<file path="src/rtl/team_06_esp_frame_packer_if.sv">
// Sample-in / byte-out bus of the ESP frame packer.
// The master side feeds samples and issues byte_take strobes; the slave side is the packer.
interface team_06_esp_frame_packer_if #(
    parameter int DEPTH = 8
);
    logic [15:0]             sample_in;
    logic                    sample_valid;
    logic                    sample_ready;
    logic                    byte_take;
    logic [7:0]              byte_out;
    logic [$clog2(DEPTH):0]  fifo_count;
    logic                    overflow;

    modport master (
        output sample_in,
        output sample_valid,
        output byte_take,
        input  sample_ready,
        input  byte_out,
        input  fifo_count,
        input  overflow
    );

    modport slave (
        input  sample_in,
        input  sample_valid,
        input  byte_take,
        output sample_ready,
        output byte_out,
        output fifo_count,
        output overflow
    );
endinterface

</file>
<file path="src/rtl/team_06_esp_frame_packer.sv">
// ESP frame packer: buffers 16-bit samples in a small FIFO and presents them
// to the serializer as sync/MSB/LSB byte frames, one byte per byte_take.
module team_06_esp_frame_packer #(
    parameter int         DEPTH     = 8,
    parameter logic [7:0] SYNC_BYTE = 8'hA5,
    parameter logic [7:0] IDLE_BYTE = 8'h00
) (
    input  logic clk,
    input  logic rst,
    team_06_esp_frame_packer_if.slave bus
);
    localparam int AW = $clog2(DEPTH);
    localparam int CW = AW + 1;
    localparam logic [CW-1:0] FULL = CW'(DEPTH);

    // States are named for the byte currently on byte_out.
    typedef enum logic [1:0] {
        S_IDLE,
        S_SYNC,
        S_MSB,
        S_LSB
    } state_t;

    logic [15:0]   mem [DEPTH];
    logic [AW-1:0] wr_ptr;
    logic [AW-1:0] rd_ptr;
    logic [CW-1:0] count;
    logic [15:0]   hold;
    state_t        state;
    state_t        state_next;
    logic [7:0]    byte_reg;
    logic [7:0]    byte_next;
    logic          overflow_reg;
    logic          ready;
    logic          push;
    logic          pop;

    // Ready comes from the registered count only, so no input reaches it combinationally.
    assign ready = (count != FULL);
    assign push  = bus.sample_valid && ready;

    assign bus.sample_ready = ready;
    assign bus.byte_out     = byte_reg;
    assign bus.fifo_count   = count;
    assign bus.overflow     = overflow_reg;

    // Sample storage; contents need no reset since count gates every read.
    always_ff @(posedge clk) begin
        if (push) begin
            mem[wr_ptr] <= bus.sample_in;
        end
    end

    // Pointers wrap naturally; count moves only on a lone push or a lone pop.
    always_ff @(posedge clk or posedge rst) begin
        if (rst) begin
            wr_ptr <= '0;
            rd_ptr <= '0;
            count  <= '0;
        end else begin
            if (push) begin
                wr_ptr <= wr_ptr + 1'b1;
            end
            if (pop) begin
                rd_ptr <= rd_ptr + 1'b1;
            end
            if (push && !pop) begin
                count <= count + 1'b1;
            end else if (pop && !push) begin
                count <= count - 1'b1;
            end
        end
    end

    // Frame sample is captured on pop and held until the next frame starts.
    always_ff @(posedge clk or posedge rst) begin
        if (rst) begin
            hold <= '0;
        end else if (pop) begin
            hold <= mem[rd_ptr];
        end
    end

    // State, presented byte and the registered overflow pulse.
    always_ff @(posedge clk or posedge rst) begin
        if (rst) begin
            state        <= S_IDLE;
            byte_reg     <= IDLE_BYTE;
            overflow_reg <= 1'b0;
        end else begin
            state        <= state_next;
            byte_reg     <= byte_next;
            overflow_reg <= bus.sample_valid && !ready;
        end
    end

    // Advance one byte per take; pop decisions see only the registered count.
    always_comb begin
        state_next = state;
        byte_next  = byte_reg;
        pop        = 1'b0;
        if (bus.byte_take) begin
            case (state)
                S_IDLE, S_LSB: begin
                    if (count != '0) begin
                        pop        = 1'b1;
                        state_next = S_SYNC;
                        byte_next  = SYNC_BYTE;
                    end else begin
                        state_next = S_IDLE;
                        byte_next  = IDLE_BYTE;
                    end
                end
                S_SYNC: begin
                    state_next = S_MSB;
                    byte_next  = hold[15:8];
                end
                S_MSB: begin
                    state_next = S_LSB;
                    byte_next  = hold[7:0];
                end
                default: begin
                    state_next = S_IDLE;
                    byte_next  = IDLE_BYTE;
                end
            endcase
        end
    end
endmodule

</file>
<file path="src/flat_wrapper.sv">
// flat-port wrapper written by rule: the top's interface ports become plain ports
module team_06_esp_frame_packer_flat 
#(
    parameter int         DEPTH     = 8,
    parameter logic [7:0] SYNC_BYTE = 8'hA5,
    parameter logic [7:0] IDLE_BYTE = 8'h00
)
  (clk, rst, bus_sample_in, bus_sample_valid, bus_byte_take, bus_sample_ready, bus_byte_out, bus_fifo_count, bus_overflow);
  team_06_esp_frame_packer_if #(.DEPTH(DEPTH)) bus_i ();
  input  logic clk;
  input  logic rst;
  input wire logic [$bits(bus_i.sample_in)-1:0] bus_sample_in;
  input wire logic [$bits(bus_i.sample_valid)-1:0] bus_sample_valid;
  input wire logic [$bits(bus_i.byte_take)-1:0] bus_byte_take;
  output wire logic [$bits(bus_i.sample_ready)-1:0] bus_sample_ready;
  output wire logic [$bits(bus_i.byte_out)-1:0] bus_byte_out;
  output wire logic [$bits(bus_i.fifo_count)-1:0] bus_fifo_count;
  output wire logic [$bits(bus_i.overflow)-1:0] bus_overflow;
  assign bus_i.sample_in = bus_sample_in;
  assign bus_i.sample_valid = bus_sample_valid;
  assign bus_i.byte_take = bus_byte_take;
  assign bus_sample_ready = bus_i.sample_ready;
  assign bus_byte_out = bus_i.byte_out;
  assign bus_fifo_count = bus_i.fifo_count;
  assign bus_overflow = bus_i.overflow;
  team_06_esp_frame_packer #(.DEPTH(DEPTH), .SYNC_BYTE(SYNC_BYTE), .IDLE_BYTE(IDLE_BYTE)) u_core (.clk(clk), .rst(rst), .bus(bus_i));
endmodule
</file>
<file path="config.mk">
export PLATFORM = sky130hd
export DESIGN_NAME = team_06_esp_frame_packer_flat
export DESIGN_NICKNAME = d
export VERILOG_FILES = /design/src/rtl/team_06_esp_frame_packer_if.sv /design/src/rtl/team_06_esp_frame_packer.sv /design/src/flat_wrapper.sv
export SDC_FILE = /design/constraint.sdc
export NUM_CORES = 1
export LEC_CHECK = 0
export ABC_AREA = 1
export BUFFER_PORTS_ARGS = -buffer_cell sky130_fd_sc_hd__buf_4
export CAP_MARGIN = 20
export CORE_MARGIN = 1.5
export CORE_UTILIZATION = 47
export DETAILED_ROUTE_END_ITERATION = 7
export PLACE_DENSITY_LB_ADDON = 0.1
export SETUP_SLACK_MARGIN = 0.5
export SYNTH_ARGS = -nofsm -noshare
export SYNTH_HDL_FRONTEND = slang
export SYNTH_SLANG_ARGS = --single-unit
</file>
<file path="constraint.sdc">
create_clock -name clk -period 2.89 [get_ports clk]
set_input_delay 0.289 -clock clk [delete_from_list [all_inputs] [get_ports clk]]
set_output_delay 0.289 -clock clk [all_outputs]
set_load 0.02 [all_outputs]
</file>
---- Word level (Yosys, flattened, before mapping) ----
Memory sizes are Yosys's and may differ from the RTL's. A register that Yosys moved wholly into a read port is not among the register bits.
Cells that the tools add are included.
storage, ports and cells
  output and inout bits ................... 14
  bits of input ports ..................... 20
  RAM bits ................................ 128
  word-level logic and storage cells ...... 37
  memories ................................ 1
  bits in registers ....................... 21
operators by class
  add/sub/neg operators ................... 4
  eq/ne operators ......................... 4
  reduce and logical (&&, ||, !) cells .... 11
  mux-type cells .......................... 11
memories
  memory      depth  width  rd ports  clocked after memory_dff  wr ports  RTL line                        source
  u_core.mem  8      16     1         1                         1         team_06_esp_frame_packer.sv:24  logic [15:0] mem [DEPTH];
operators by type and width
  kind                                               count
  case mux 8 bit (3 select lines)                    1
  2-to-1 mux 4 bit                                   2
  2-to-1 mux 8 bit                                   1
  adder 3 x 1 -> 3 bit (second input constant)       2
  2-to-1 mux 1 bit                                   6
  case mux 2 bit (3 select lines)                    1
  adder 4 x 1 -> 4 bit (second input constant)       1
  == test 2 bit (second input constant)              2
  logical AND 1 bit                                  4
  != test 4 bit (second input constant)              1
  nonzero test 4 bit                                 1
  subtractor 4 x 1 -> 4 bit (second input constant)  1
  logical NOT 1 bit                                  3
  == test 2 x 1 -> 1 bit (second input constant)     1
  logical NOT 2 bit                                  1
  nonzero test 2 bit                                 1
  OR reduction 2 bit                                 1

---- Longest topological paths before layout ----
Gate-level depths: netlist of run 1.
  depth after elaboration ................. 7
  gate-level depth with buffers ........... 16
  depth with buffers taken out ............ 15

---- Least setup slack after synthesis of run 1 ----
Ideal clock, no wire load.
  path type ............................... register to register
  from .................................... register u_core.state[0]
  to ...................................... register u_core.count[3] (netlist: u_core.bus.fifo_count[3])
  data required time ...................... 2773 ps
  setup slack ............................. 581 ps
  period minus slack after synthesis ...... 2309 ps
  arrival time ............................ 2192 ps
  path buffers ............................ 1
  setup time .............................. 117 ps
  cell stages (with the launch flop) ...... 15
  cells stage by stage .................... dfrtp_1 -> inv_1 -> ha_1 -> nand2_2 -> a31oi_4 -> inv_2 -> buf_6 -> ha_1 -> inv_1 -> ha_1 -> or2_2 -> nand3_1 -> nand2_1 -> nand2_1 -> nand2_1
on the way
  cells in the longest elaborated chain, start to end .. 7
  elaborated cells between the ends (all ways) .. 10
  classes of those cells .................. eq/ne: 1; mux: 3; reduce/logical: 6
ends and longest elaborated chain
  element                                                 RTL line                         source
  start: declaration                                      team_06_esp_frame_packer.sv:29   state_t state;
  start signal: assignment                                team_06_esp_frame_packer.sv:91   state <= state_next;
  == test 2 bit or logical NOT 2 bit (tied branches)      team_06_esp_frame_packer.sv:103  case (state)
  OR reduction 2 bit (*)                                  team_06_esp_frame_packer.sv:103
  2-to-1 mux 1 bit (*)                                    team_06_esp_frame_packer.sv:103
  2-to-1 mux 1 bit (*)                                    team_06_esp_frame_packer.sv:102  if (bus.byte_take) begin
  logical NOT 1 bit                                       team_06_esp_frame_packer.sv:67   if (push && !pop) begin
  logical AND 1 bit                                       team_06_esp_frame_packer.sv:67
  2-to-1 mux 4 bit or nonzero test 2 bit (tied branches)  n/a
  end signal: assignment                                  team_06_esp_frame_packer.sv:68   count <= count + 1'b1;
  end signal: assignment                                  team_06_esp_frame_packer.sv:70   count <= count - 1'b1;
  end: declaration                                        team_06_esp_frame_packer.sv:27   logic [CW-1:0] count;
Mark *: on every way between the ends. The rest lies on a longest branch, timed or not.
A chain may end at the register's enable or synchronous reset.

---- Worst setup path after layout of run 1 ----
Same ends and word-level chain as after synthesis.

==> results.cfg, run 1 <==
[status]
status = finished clean

[clocking]
clock_latency_ps = 430
cts_tree = yes
clk_transition_reported_paths_ps = 60
clock_sinks = 165
cts-root-buf = clkbuf_16
cts_setup_buffers = 0
cts_inserted_buffers = 17
htree_levels = 4
cts.path.max_buffers = 2

[placement]
port_buffers = 33
gp_congestion = 0.742
dp.cells = 902
place_hpwl_mm = 8.77

[timing]
slew_headroom_pct = 47.8
fin_crit_ps = 2270
worst_pin_slew_ps = 784
setup_violations = 0
fin_skew_ps = 6.44
fin_setup_tns_ps = 0
fin_crit_sh_pct = 78.5
rsz0062_at_grt = no
fin_hold_ws_ps = 86.4
clock.fmax_mhz = 441
final-max-slew-violation-count = 0
final_hold_viol_count = 0

[min_path]
whs_path_depth = 3
hp-start = bus_sample_valid
min_to = u_core.bus.overflow
min_path_type = in2reg

[floorplanning]
fp.coreArea_sq_mm = 0.0147
start_util_pct = 48.5
die_h_um = 126
pin_count = 34
dieArea_sq_mm = 0.0159
die_w_um = 126
core.rowCount = 44

[critical_path]
crit_type = reg2reg
ff2ff_setup_slack_ps = 620
end_kind = flip-flop
timing.critical_path.fanout_max = 4
r2r-end = u_core.bus.fifo_count[3]
cp-start-kind = flip-flop
reg2reg_depth = 14
cp.arrival_ps = 2630
r2r-start = u_core.state[0]
worstPathRequired_ps = 3250

[yosys]
yosys.area.top_type = edfxtp_1
ys_seq_area_share_pct = 66.9
syn_avg_cell_area_sq_um = 10.3
yosys_register_bits = 165
syn-cell-area_sq_mm = 0.00713
synth_cell_types = 26
syn_inst = 692
syn_nets = 720
yosys_warnings = 0
yosysTopAreaCellShare_pct = 53.9
netlist_top_cells_area = edfxtp_1 54%, dfrtp_1 13%, nand2_1 13%

[detailed_routing]
final_antenna_net_count = 0
wl_per_cell_um = 16.1
drtIter0Drc = 321
routed_wl_mm = 15.0
dr_total_vias = 4673
vias_per_cell = 5.00
firstDrtPassIters = 5
post-route-drc-count = 0

[layout]
final_common_cell = nand2_1
largest_register = u_core.mem
drive_gt1_share_pct = 12.4
antenna_cells = 0
syn_to_final_growth_pct = 16.1
final_cell_count_no_fill = 935
largest_register_ffs = 128
fill_cells = 1240
mostFrequentLayoutCells = 239 x nand2_1, 128 x edfxtp_1, 110 x inv_1, 109 x nand3_1, 51 x buf_4
fin_nets = 766

[run]
drv_cap = 0

[global_route]
antenna_found_initial = 0
grt_pass1_vias = 4523
grt_max_degree = 67
grt_overflow = 0
grt_usage_pct = 20.7
grt_first_pass_wirelength_mm = 24.5

[power]
ir_worst_vdd_v = 0.000496
leakagePower_nw = 3.75
powerDensity_mw_per_mm2 = 1060
finalPower_mw = 8.80
[per-layer routing]
layer	global-route usage (%)	wire [um]	up-vias
li1	-	-	2309
met1	27.6	6970	2251
met2	34.2	7290	98
met3	5.01	593	15
met4	6.15	187	0
met5	0	0	-
[power breakdown]
part / total, mW / switching [mW] / internal (mW)
Sequential: 3.34 / 0.239 / 3.10
Clock: 2.50 / 0.889 / 1.61
Combinational: 2.96 / 1.97 / 0.993
Total: 8.80 / 3.10 / 5.71
[layout make-up]
| cell class | count | area, sq um | share of cell area [%] |
|---|---|---|---|
| timing repair buffer | 54 | 440 | 5.32 |
| clock inverter | 14 | 233 | 2.81 |
| sequential | 165 | 4770 | 57.6 |
| multi-input combinational | 385 | 1740 | 21.1 |
| tap | 184 | 230 | 2.78 |
| inverter | 115 | 432 | 5.21 |
| clock buffer | 18 | 429 | 5.18 |
[cell families (layout without fill, tap and decap cells)]
logic type / count (synthesis) / in the layout / share of synthesized area, %
and+or+nand+nor: 364 / 364 / 21.3
buffers and inverters: 142 / 201 / 8.72
DFF: 165 / 165 / 66.9
AOI/OAI and AO/OA: 10 / 10 / 1.11
xor gates and xnor gates: 3 / 3 / 0.474
adders and majority gates: 8 / 8 / 1.51
[cell usage after synthesis]
master and n:
fa_1 1, xnor2_1 2, xor2_2 1, o211ai_1 1, a22oi_1 4, inv_1 110, or2_2 1, or2_1 1
nor2_2 1, inv_2 4, nand2_1 239, buf_4 5, dfrtp_1 37, edfxtp_1 128, nor2_1 11, clkbuf_1 1
nand2_2 1, o21ai_0 3, buf_2 14, nand3_2 1, nand3_1 109, ha_1 7, a31oi_4 1, clkinv_1 1
buf_6 7, o21ai_1 1
[critical path, cell delays in order (launching register included)]
cell	delay (ps)
dfrtp_1	350
inv_1	60
ha_1	300
nand2_2	80
a31oi_4	160
inv_2	50
ha_1	200
inv_1	130
ha_1	270
or2_2	300
nand2_1	70
nand3_1	70
nand2_1	60
nand2_1	50
nand2_1	50
[how the worst max path moves through the flow]
| stage | startpoint | slack [ps] | end |
|---|---|---|---|
| 2_1_floorplan | u_core.state[0] | 580 | u_core.bus.fifo_count[3] |
| 3_3_place_gp | u_core.state[0] | 720 | u_core.bus.fifo_count[3] |
| 3_5_place_dp | u_core.state[0] | 640 | u_core.bus.fifo_count[3] |
| 4_1_cts | u_core.state[0] | 620 | u_core.bus.fifo_count[3] |
| 5_1_grt | u_core.state[0] | 510 | u_core.bus.fifo_count[3] |
| 6_report | u_core.state[0] | 620 | u_core.bus.fifo_count[3] |
[through the flow]
step	worst slack (ps)	utilization (%)	area, sq um
floorplan	581	-	7130
global placement	719	51.5	7570
detailed placement	644	51.7	7600
CTS	616	56.3	8270
global route	507	56.3	8280
finish	621	56.3	8280
[repair_timing]
action	in CTS	in global routing
hold buffers	1	0
endpoints found under the hold margin	37	0
resized for setup	0	1
endpoints found under the setup margin	0	1
No activity file was read; power rests on OpenSTA's default activity.
==> inputs of run 2 (changes only) <==
- ABC_AREA: 1 -> 0
- clock period: 2.89 -> 2.1 ns (I/O delays scaled with it)
==> run 2 against run 1 <==
The run now ends with negative setup slack left. Sequential cell count stayed put. First-iteration DRC count is 12% higher. Synthesized cell count is 39% lower. Via count is 17% lower. Final area is 5.5% higher. Global-route usage is 1.0 points higher. Combinational power is 89% higher. Critical path type unchanged. Largest cell class unchanged.
==> results.cfg, run 2 <==
[status]
status = finished, violations left
failed_checks = negative setup slack

[global_route]
grt_first_pass_wirelength_mm = 22.4
grt_pass1_vias = 3790
grt_usage_pct = 21.8
grt_max_degree = 46
grt_overflow = 0
antenna_found_initial = 0

[layout]
syn_to_final_growth_pct = 33.0
drive_gt1_share_pct = 33.6
fin_nets = 548
mostFrequentLayoutCells = 128 x edfxtp_1, 64 x mux2i_1, 59 x buf_4, 36 x a22oi_1, 34 x dfrtp_1
finish.utilization_pct = 64.9
largest_register_ffs = 128
largest_register = u_core.mem
antenna_cells = 0
final_common_cell = edfxtp_1

[detailed_routing]
vias_per_cell = 5.47
dr_total_vias = 3878
drtIter0Drc = 358
final_antenna_net_count = 0
wl_per_cell_um = 21.6
post-route-drc-count = 0
firstDrtPassIters = 5
routed_wl_mm = 15.3

[critical_path]
critical_path.max_stage_delay_ps = 550
crit_type = reg2reg
cp.arrival_ps = 2820
r2r-end = u_core.bus.fifo_count[3]
cp-start-kind = flip-flop
path_cells = or4b_4 > nand2_4 > inv_4 > ha_4 > inv_4 > ha_4 > a21o_1 > a2111oi_4 > a31oi_1 > a221o_1
reg2reg_depth = 10
critical-path-slowest-cell = or4b_4
timing.critical_path.fanout_max = 4
crit_buf_inv = 2
r2r-start = u_core.bus.fifo_count[0]
worstPathRequired_ps = 2390
end_kind = flip-flop
critical-path-top-delay-family = compound AO/OA/AOI/OAI gates
startpoint = u_core.bus.fifo_count[0]
ff2ff_setup_slack_ps = -430

[min_path]
min_path_type = in2reg
whs_path_depth = 1
min_to = u_core.mem[7][14]
hp-start = bus_sample_in[14]

[yosys]
synth_commonest_cells = 128 x edfxtp_1, 64 x mux2i_1, 47 x nand2_1, 37 x dfrtp_1, 36 x a22oi_1
yosysTopAreaCellShare_pct = 58.6
synthArstFlopShare_pct = 22.4
synth_most_common_cell = edfxtp_1
syn_avg_cell_area_sq_um = 15.7
yosys.area.top_type = edfxtp_1
synth_flop_cell = edfxtp_1
syn-cell-area_sq_mm = 0.00656
netlist_top_cells_area = edfxtp_1 59%, dfrtp_1 14%, mux2i_1 9.8%
syn_nets = 447
synth_edf_count = 128
synth_cell_types = 36
yosys_warnings = 0
syn_inst = 419
yosys_register_bits = 165
ys_seq_area_share_pct = 72.7

[clocking]
cts.path.max_buffers = 2
cts-root-buf = clkbuf_16
cts_inserted_buffers = 17
clock_sinks = 165
clock_latency_ps = 420
cts_tree = yes
clk_transition_reported_paths_ps = 60
htree_levels = 4

[floorplanning]
core.rowCount = 42
pin_count = 34
die_h_um = 121
dieArea_sq_mm = 0.0147
die_w_um = 121
start_util_pct = 48.8
fp.coreArea_sq_mm = 0.0135

[power]
leakagePower_nw = 3.45
finalPower_mw = 13.1
powerDensity_mw_per_mm2 = 1500
ir_worst_vdd_v = 0.000699

[timing]
fin_crit_sh_pct = 120
setup_violations = 12
final-max-slew-violation-count = 0
rsz0062_at_grt = yes
setup_ws_ps = -430
fin_skew_ps = 12.7
clock.fmax_mhz = 395
worst_pin_slew_ps = 459
final_hold_viol_count = 0
fin_crit_ps = 2530
slew_headroom_pct = 69.4

[placement]
port_buffers = 33
place_hpwl_mm = 7.68
gp_congestion = 0.707

[run]
drv_cap = 0
## run 2: cell count changes in the layout (fill, tap and decap cells not counted), moves of 6 or more
cell,before,now
mux2i_1,0,64
nand2_2,1,11
a22oi_1,4,36
nand2_1,239,33
buf_4,51,59
buf_12,1,12
buf_6,0,13
clkbuf_16,17,26
o21ai_1,1,12
nand3_1,109,0
bufinv_16,6,0
inv_1,110,10
nor2_1,11,2
## run 2: worst register-to-register path, stage by stage, from the launching register on
cell       delay (ps)
dfrtp_2           430
or4b_4            550
nand2_4            90
inv_4              40
ha_4              160
inv_4              80
ha_4              190
a21o_1            180
a2111oi_4         290
a31oi_1            70
a221o_1           340
## run 2: how the worst max path moves through the flow
stage | to | cells past startpoint
3_5_place_dp | u_core.bus.fifo_count[3] | 10
6_report | u_core.bus.fifo_count[3] | 10
3_3_place_gp | u_core.bus.fifo_count[3] | 10
5_1_grt | u_core.bus.fifo_count[3] | 10
4_1_cts | u_core.bus.fifo_count[3] | 10
2_1_floorplan | u_core.bus.fifo_count[3] | 10
## run 2: logic make-up (layout without fill, tap and decap cells)
logic type                 count (synthesis)  after routing  share of synthesized area, %
adders and majority gates                  8              8                          1.64
and+or+nand+nor                           73             73                          5.00
DFF                                      165            165                          72.7
xor gates and xnor gates                   5              5                         0.667
AOI/OAI and AO/OA                         69             69                          7.21
buffers and inverters                     33            147                          2.71
muxes                                     66             66                          10.1
## run 2: through the flow
stage,area [sq um],setup slack [ps],hold WS [ps],TNS [ps],cells
2_1_floorplan,6710,-572,309,-852,419
3_3_place_gp,7370,-418,356,-818,639
3_5_place_dp,7370,-435,361,-1230,639
4_1_cts,8400,-425,13.2,-1000,695
5_1_grt,8730,-541,8.57,-4870,709
6_report,8730,-430,23.5,-1350,709
## run 2: timing repair
item | CTS | global route
endpoints found under the setup margin | 162 | 162
hold buffers | 1 | 0
pin swaps | 4 | 11
cloned | 9 | 6
gates resized for setup | 28 | 54
hold endpoints to repair | 37 | 0
buffers inserted | 14 | 8
## run 2: metal layers
metal  GRT usage [%]  wire length, um  up-vias
met5               0                0        -
met4            10.6              319        0
met3            5.26             1180       16
met2            33.9             7670      130
met1            28.9             6130     1925
li1                -                -     1807
## run 2: area by class of cell
cell class | instances | area [sq um]
clock inverters | 6 | 40.0
fillers | 940 | 4720
well taps | 176 | 220
clock buffers | 26 | 510
multi-input cells | 221 | 1870
repair buffers | 103 | 1260
flip-flops and latches | 165 | 4780
inverters | 12 | 50.0
## run 2: where the power goes
group	internal, mW	switching, mW	leakage, nW
Sequential	4.28	0.398	1.61
Clock	1.68	1.16	0.275
Combinational	2.76	2.83	1.56
Total	8.73	4.39	3.45
